==> config.mk <==
export PLATFORM = sky130hd
export DESIGN_NAME = penc_arbiter
export DESIGN_NICKNAME = d
export VERILOG_FILES = /design/src/rtl/penc_pkg.sv /design/src/rtl/penc_pick.sv /design/src/rtl/penc_arbiter.sv
export SDC_FILE = /design/constraint.sdc
export NUM_CORES = 1
export LEC_CHECK = 0
export BUFFER_PORTS_ARGS = -buffer_cell sky130_fd_sc_hd__buf_2
export CELL_PAD_IN_SITES_DETAIL_PLACEMENT = 1
export CELL_PAD_IN_SITES_GLOBAL_PLACEMENT = 1
export CORE_UTILIZATION = 33
export CTS_CLUSTER_SIZE = 12
export DETAILED_ROUTE_END_ITERATION = 8
export PLACE_DENSITY_LB_ADDON = 0.05
export SLEW_MARGIN = 20
export SYNTH_ARGS = -nofsm -noshare
export SYNTH_HDL_FRONTEND = slang
export SYNTH_SLANG_ARGS = --single-unit
==> constraint.sdc <==
create_clock -name clk -period 1.4 [get_ports clk]
set_input_delay 0.28 -clock clk [delete_from_list [all_inputs] [get_ports clk]]
set_output_delay 0.28 -clock clk [all_outputs]
set_load 0.1 [all_outputs]
==> src/rtl/penc_pkg.sv <==
// penc_pkg: shared types and helpers for the priority-encoder arbiter.
// Holds the FSM state type, the largest supported request count and the
// wrap-around decrement used for the round-robin pointer (PENC_RR_EN).
package penc_pkg;

  typedef enum logic {
    IDLE  = 1'b0,
    GRANT = 1'b1
  } state_t;

  localparam int MAX_N = 64;

  // Step one index downward, wrapping 0 to n-1.
  function automatic int unsigned wrap_dec(input int unsigned k, input int unsigned n);
    return (k == 0) ? (n - 1) : (k - 1);
  endfunction

endpackage

==> src/rtl/penc_pick.sv <==
// penc_pick: combinational downward-wrapping priority search.
// Starting at i_start, the first set request found walking down
// (i_start, i_start-1, ..., 0, N-1, ...) wins.
module penc_pick
  import penc_pkg::*;
#(
  parameter  int N = 8,
  localparam int W = $clog2(N)
) (
  input  logic [N-1:0] i_req,
  input  logic [W-1:0] i_start,
  output logic         o_found,
  output logic [W-1:0] o_idx,
  output logic [N-1:0] o_onehot
);

  localparam int unsigned NU = N;

  logic [W-1:0] w_st;
  logic         w_lo_hit;
  logic [W-1:0] w_lo_idx;
  logic         w_any_hit;
  logic [W-1:0] w_any_idx;

  // An out-of-range start pointer behaves as the top index.
  assign w_st = (32'(i_start) < NU) ? i_start : W'(NU - 1);

  // Two passes in one sweep: highest request at or below the start, and
  // highest request overall. The wrapped search picks the first if it
  // exists, otherwise the second (which must lie above the start).
  always_comb begin
    w_lo_hit  = 1'b0;
    w_lo_idx  = '0;
    w_any_hit = 1'b0;
    w_any_idx = '0;
    for (int unsigned k = 0; k < NU; k++) begin
      if (i_req[k]) begin
        w_any_hit = 1'b1;
        w_any_idx = W'(k);
        if (k <= 32'(w_st)) begin
          w_lo_hit = 1'b1;
          w_lo_idx = W'(k);
        end
      end
    end
  end

  assign o_found = w_any_hit;
  assign o_idx   = w_lo_hit ? w_lo_idx : w_any_idx;

  // Decode the winning index to one-hot; all zero when nothing is found.
  always_comb begin
    o_onehot = '0;
    for (int unsigned k = 0; k < NU; k++) begin
      o_onehot[k] = w_any_hit && (32'(o_idx) == k);
    end
  end

endmodule

==> src/rtl/penc_arbiter.sv <==
// penc_arbiter: registered N-input priority encoder with a sticky
// valid/ready grant. Fixed priority (highest index wins) by default;
// defining PENC_RR_EN enables round-robin search from rr_ptr.
module penc_arbiter
  import penc_pkg::*;
#(
  parameter  int N = 8,
  localparam int W = $clog2(N)
) (
  input  logic         clk,
  input  logic         rst,
  input  logic         en,
  input  logic [N-1:0] req,
  input  logic         gnt_ready,
  output logic         gnt_valid,
  output logic [W-1:0] gnt_idx,
  output logic [N-1:0] gnt_onehot,
  output logic         busy
);

  state_t       r_state;
  state_t       w_state_nxt;
  logic         w_load;
  logic         w_found;
  logic [W-1:0] w_idx;
  logic [N-1:0] w_onehot;
  logic [W-1:0] w_start;

`ifdef PENC_RR_EN
  logic [W-1:0] r_rr_ptr;
  logic [W-1:0] w_rr_next;

  assign w_rr_next = W'(wrap_dec(32'(gnt_idx), N));
  // On a transfer the next winner is chosen from the pointer the transfer
  // is about to write, so back-to-back grants rotate without a bubble.
  assign w_start = (r_state == GRANT) ? w_rr_next : r_rr_ptr;

  // Round-robin pointer: moves just below each transferred index.
  always_ff @(posedge clk or posedge rst) begin
    if (rst) begin
      r_rr_ptr <= W'(N - 1);
    end else if ((r_state == GRANT) && gnt_ready) begin
      r_rr_ptr <= w_rr_next;
    end
  end
`else
  assign w_start = W'(N - 1);
`endif

  penc_pick #(.N(N)) u_pick (
    .i_req    (req),
    .i_start  (w_start),
    .o_found  (w_found),
    .o_idx    (w_idx),
    .o_onehot (w_onehot)
  );

  // Next-state logic: issue from IDLE, reload or release on transfer.
  always_comb begin
    w_state_nxt = r_state;
    w_load      = 1'b0;
    case (r_state)
      IDLE: begin
        if (en && w_found) begin
          w_state_nxt = GRANT;
          w_load      = 1'b1;
        end
      end
      GRANT: begin
        if (gnt_ready) begin
          if (en && w_found) begin
            w_load = 1'b1;
          end else begin
            w_state_nxt = IDLE;
          end
        end
      end
      default: w_state_nxt = IDLE;
    endcase
  end

  // State register and registered grant outputs.
  always_ff @(posedge clk or posedge rst) begin
    if (rst) begin
      r_state    <= IDLE;
      gnt_valid  <= 1'b0;
      gnt_idx    <= '0;
      gnt_onehot <= '0;
    end else begin
      r_state <= w_state_nxt;
      if (w_load) begin
        gnt_valid  <= 1'b1;
        gnt_idx    <= w_idx;
        gnt_onehot <= w_onehot;
      end else if (w_state_nxt == IDLE) begin
        gnt_valid  <= 1'b0;
        gnt_idx    <= '0;
        gnt_onehot <= '0;
      end
    end
  end

  assign busy = (r_state == GRANT);

endmodule

# Word level (Yosys, flattened, before mapping)
# Index checks and enable logic that the tools add are counted.
# word_totals
ff_bits	13
word_cells	49
inputBits	12
# classes
n_mux	26
eq_ne	8
bitwise	1
reduce_logical	10
# ops
operator	count
two-way mux 3 bit	6
two-way mux 8 bit	2
two-way mux 1 bit	14
== test 3 bit (second input constant)	4
logical AND 1 bit	9
== test 3 x 2 -> 1 bit (second input constant)	2
two-way mux 2 bit	2
case mux 1 bit (2 select lines)	2
== test 3 x 1 -> 1 bit (second input constant)	1
logical NOT 3 bit	1
inequality test 2 x 1 -> 1 bit (second input constant)	1
NOT 1 bit	1

# Depth between registers and ports, before layout
# logic_depth
ltp_word	14
depth_mapped	5
depth_no_buf	4

# Modules after synthesis
# Synthesis repeated with hierarchy kept, for this count alone.
# hier_totals
hier_cells	108
hier_area_um2	996.0
# modules_own_cells
mod	area_each_um2	cells_per_inst	instances
penc_arbiter	611.8	45	1
penc_pick	384.1	63	1

# Worst setup path after synthesis
# Ideal clock, no wire load.
# synth_timing
path_type	register to register
from	register r_state, in the netlist busy
to	register gnt_onehot[4]
setup_time_ns	0.110
required_ns	1.290
slack_ns	-0.348
stages_incl_launch_ff	6
t_arrival_ns	1.637
path_cell_list	dfrtp_1 > nor2b_1 > buf_2 > buf_2 > nand2_1 > o41ai_1
# synth_via
elab_chain_len	3
word_cells_on_any_way	5
classes_between	eq/ne: 1; mux: 3; bitwise: 1
# synth_lines
item	line	text
start, declared	penc_arbiter.sv:21	state_t r_state;
start signal, assigned	penc_arbiter.sv:90	r_state <= w_state_nxt;
NOT 1 bit	-	
case mux 1 bit (2 select lines)	penc_arbiter.sv:62	case (r_state)
inequality test 2 x 1 -> 1 bit (no line) / two-way mux 8 bit (equally long branches)	-	
end signal, assigned	penc_arbiter.sv:94	gnt_onehot <= w_onehot;
end, declared	penc_arbiter.sv:17	output logic [N-1:0] gnt_onehot,
# Parallel ways exist; a longest one is shown, timed or not.
# A chain may end at the register's enable or synchronous reset.

# Final worst setup path
# layout_timing
from	register gnt_onehot[7]
to	output gnt_onehot[7]
# No word-level cell between the ends.

==> run summary <==
Final std cells w/o fill: 117
Global route hottest layer: met2
Post-synth EDFFs: 0
Critical Path End: gnt_onehot[7]
Core Region: 1750 um2
Clk_skew: 0.00441 ns
Minimum clock period: 1.35 ns
Reg2reg path depth: 4
Die Ht: 45.4 um
Count leader, synth: nand2_1
Overall power: 0.940 mW
R2R Path Start: busy$_DFF_PP0_
Via count: 567
Largest net degree at the start of global routing: 14
Max clock buf depth: 2
H-tree depth: 1
Slowest cell on crit path: buf_2
CP Cell Sequence: buf_2
Number of diodes: 0
Synth Instances: 63
Placed cell count: 113
Post-CTS setup buffer count: 0
Average vias per placed instance: 4.85
Share of the synthesized area in the top cell type: 52.3%
Starting density of the core: 35.6%
Max IR drop VDD: 0.519 mV
Buffers on Ports: 24
FF+latch area: 329 um2
Max Transition Viols Final: 0
PwrDens: 1120 nW/um2
Fmax: 743 MHz
Rel. slew slack: 65.5%
DRT Wirelength: 1500 um
Top post-synthesis cells by area: dfrtp_1 52%, nand2_1 11%, o31ai_2 6.0%, o31ai_1 3.6%, nor4_4 3.4%
Critical path origin: gnt_onehot[7]$_DFFE_PP0P_
Layout Nets: 105
Die area: 2060 um2
RR Endpoint: gnt_onehot[5]$_DFFE_PP0P_
Synth Register Bits: 13
Routing usage on met3: 4.76%
Antenna violations before repair: 0
Grt met1 use: 22.2%
Post-synth cell types: 18
Top delay family on crit path: buffers and inverters
CP Max Fanout: 2
Routed wire per std cell: 12.8 um
Placed wire-length estimate: 1190 um
Filler Cell Count: 215
Vias in the first global route: 570
Area Growth Syn to Fin: 34.8%
Status: finished, final reports clean
Type of the worst min-delay path: input pin to async pin
Worst skew pair latency: 0.28 ns
DR DRC count: 0
Gpl congestion: 0.761
CP peak stage delay: 0.43 ns
Root Buffer: clkbuf_4
Final setup viols: 0
Setup TNS Final: 0 ns
Met2 Use GR: 28.0%
Slew @ Worst Pin: 0.517 ns
Site Rows: 15
Total clock sinks: 13
Prevailing post-synth register cell: dfrtp_1
Synth warn: 0
Seq/Total Area, Yosys: 52.3%
Syn Nets: 75
Overflow after GRT: 0
Setup Crit Path Kind: flip-flop to output pin
Share of layout cells above drive strength 1: 40.2%
CP Capture Type: output pin
Reg2Reg Setup Slack: 0.14 ns
Global-route wire length before repair: 2520 um
Reg clk slew, reported paths: 0.09 ns
Final Cycle Share: 96.1%
Post-route ant nets: 0
Initial drt markers: 9
Yosys top cell by area: dfrtp_1
Max cap viols: 0
Crit start category: flip-flop
Total routing usage reported by global routing: 18.0%
I/O Pins: 25
Mapped cell area: 622 um2
RSZ-0062 raised after global routing: false
Fin. Hold Viols: 0
Leak Pwr: 0.412 nW
Most instantiated cells after synthesis: 19 x nand2_1, 13 x dfrtp_1
Area of the multi-input gates: 282 um2
TritonCTS clock tree: done
Total CTS buffers: 3
Arrival time worst endpoint: 1.07 ns
CP Depth: 1
Critical path buffers and inverters: 1
Avg Cell Area, Syn: 9.87 um2
DRT Pass-1 Iters: 4
Ys async rst share: 100%
Die width: 45.4 um
CP required: 1.12 ns
-- layout by cell type (no fill, tap or decap) --
cell type  Yosys  routed
o31ai_2        3       3
nor3_1         2       2
o2111ai_1      1       1
clkbuf_4       0       5
nor2_1         3       3
o31ai_1        3       3
dfrtp_1       13      12
o21ai_1        3       3
o41ai_1        1       1
nor2b_1        2       1
buf_4          0       3
o41ai_2        1       1
dfrtp_4        0       1
nand2b_1       3       3
nand3_1        1       1
inv_1          2       2
o21ai_0        2       2
buf_12         0       1
buf_2          2      21
nand2_1       19      19
clkbuf_1       0       1
nor4_4         1       1
o311a_1        1       1
nor2b_2        0       1
-- sequential cells by signal (all words and copies together), names as in the netlist --
name,flops
gnt_onehot,8
gnt_idx,3
busy,1
gnt_valid,1
-- cell families after synthesis --
kind of cell | Yosys count | share of synthesized area, %
compound gates | 15 | 20.7
simple gates | 31 | 24.1
flops | 13 | 52.3
buf+inv | 4 | 2.82
-- worst min-delay path by stage --
stage / startpoint / to / slack [ns] / depth (start not counted)
floorplan: rst / gnt_idx[0]$_DFFE_PP0P_ / 0.16 / 1
global placement: rst / gnt_idx[0]$_DFFE_PP0P_ / 0.34 / 2
detailed placement: rst / gnt_idx[1]$_DFFE_PP0P_ / 0.33 / 2
CTS: rst / gnt_idx[2]$_DFFE_PP0P_ / 0.03 / 2
global route: rst / gnt_idx[2]$_DFFE_PP0P_ / 0.07 / 2
finish: rst / gnt_idx[2]$_DFFE_PP0P_ / 0.01 / 2
-- repair_timing --
item | 4_1_cts | 5_1_grt
setup endpoints to repair | 12 | 2
cloned | 0 | 0
pin swaps | 0 | 0
resized for setup | 1 | 2
hold buffers | 0 | 0
-- area by class of cell --
class                           count  share of cell area, %
Tap cell                           25                   3.73
Sequential cell                    13                   39.3
Timing Repair Buffer               27                   19.4
Clock buffer                        4                   3.13
Inverter                            2                  0.896
Multi-Input combinational cell     46                   33.6
-- through the flow --
| step | area, um2 | util [%] | setup slack, ns | hold WS [ns] |
|---|---|---|---|---|
| final | 838 | 48.0 | 0.0544 | 0.0130 |
| after CTS | 833 | 47.7 | 0.0270 | 0.0257 |
| after detailed placement | 805 | 46.1 | -0.143 | 0.334 |
| after global routing | 838 | 48.0 | 0.000330 | 0.0659 |
| after floorplan | 626 | - | 0.0124 | 0.157 |
| after global placement | 805 | 46.1 | -0.0924 | 0.335 |
-- metal layers --
layer,vias to the layer above,part of all wire (%)
met5,-,0
met4,0,1.7
met3,4,3.5
met2,15,49
met1,269,45
li1,279,-
-- report_power, final --
part	switching (mW)	leakage, nW	internal [mW]
sequential	0.00911	0.169	0.397
clock	0.134	0.0150	0.111
combinational	0.228	0.228	0.0616
total	0.371	0.412	0.569
Power figures use the tool's default switching activity.
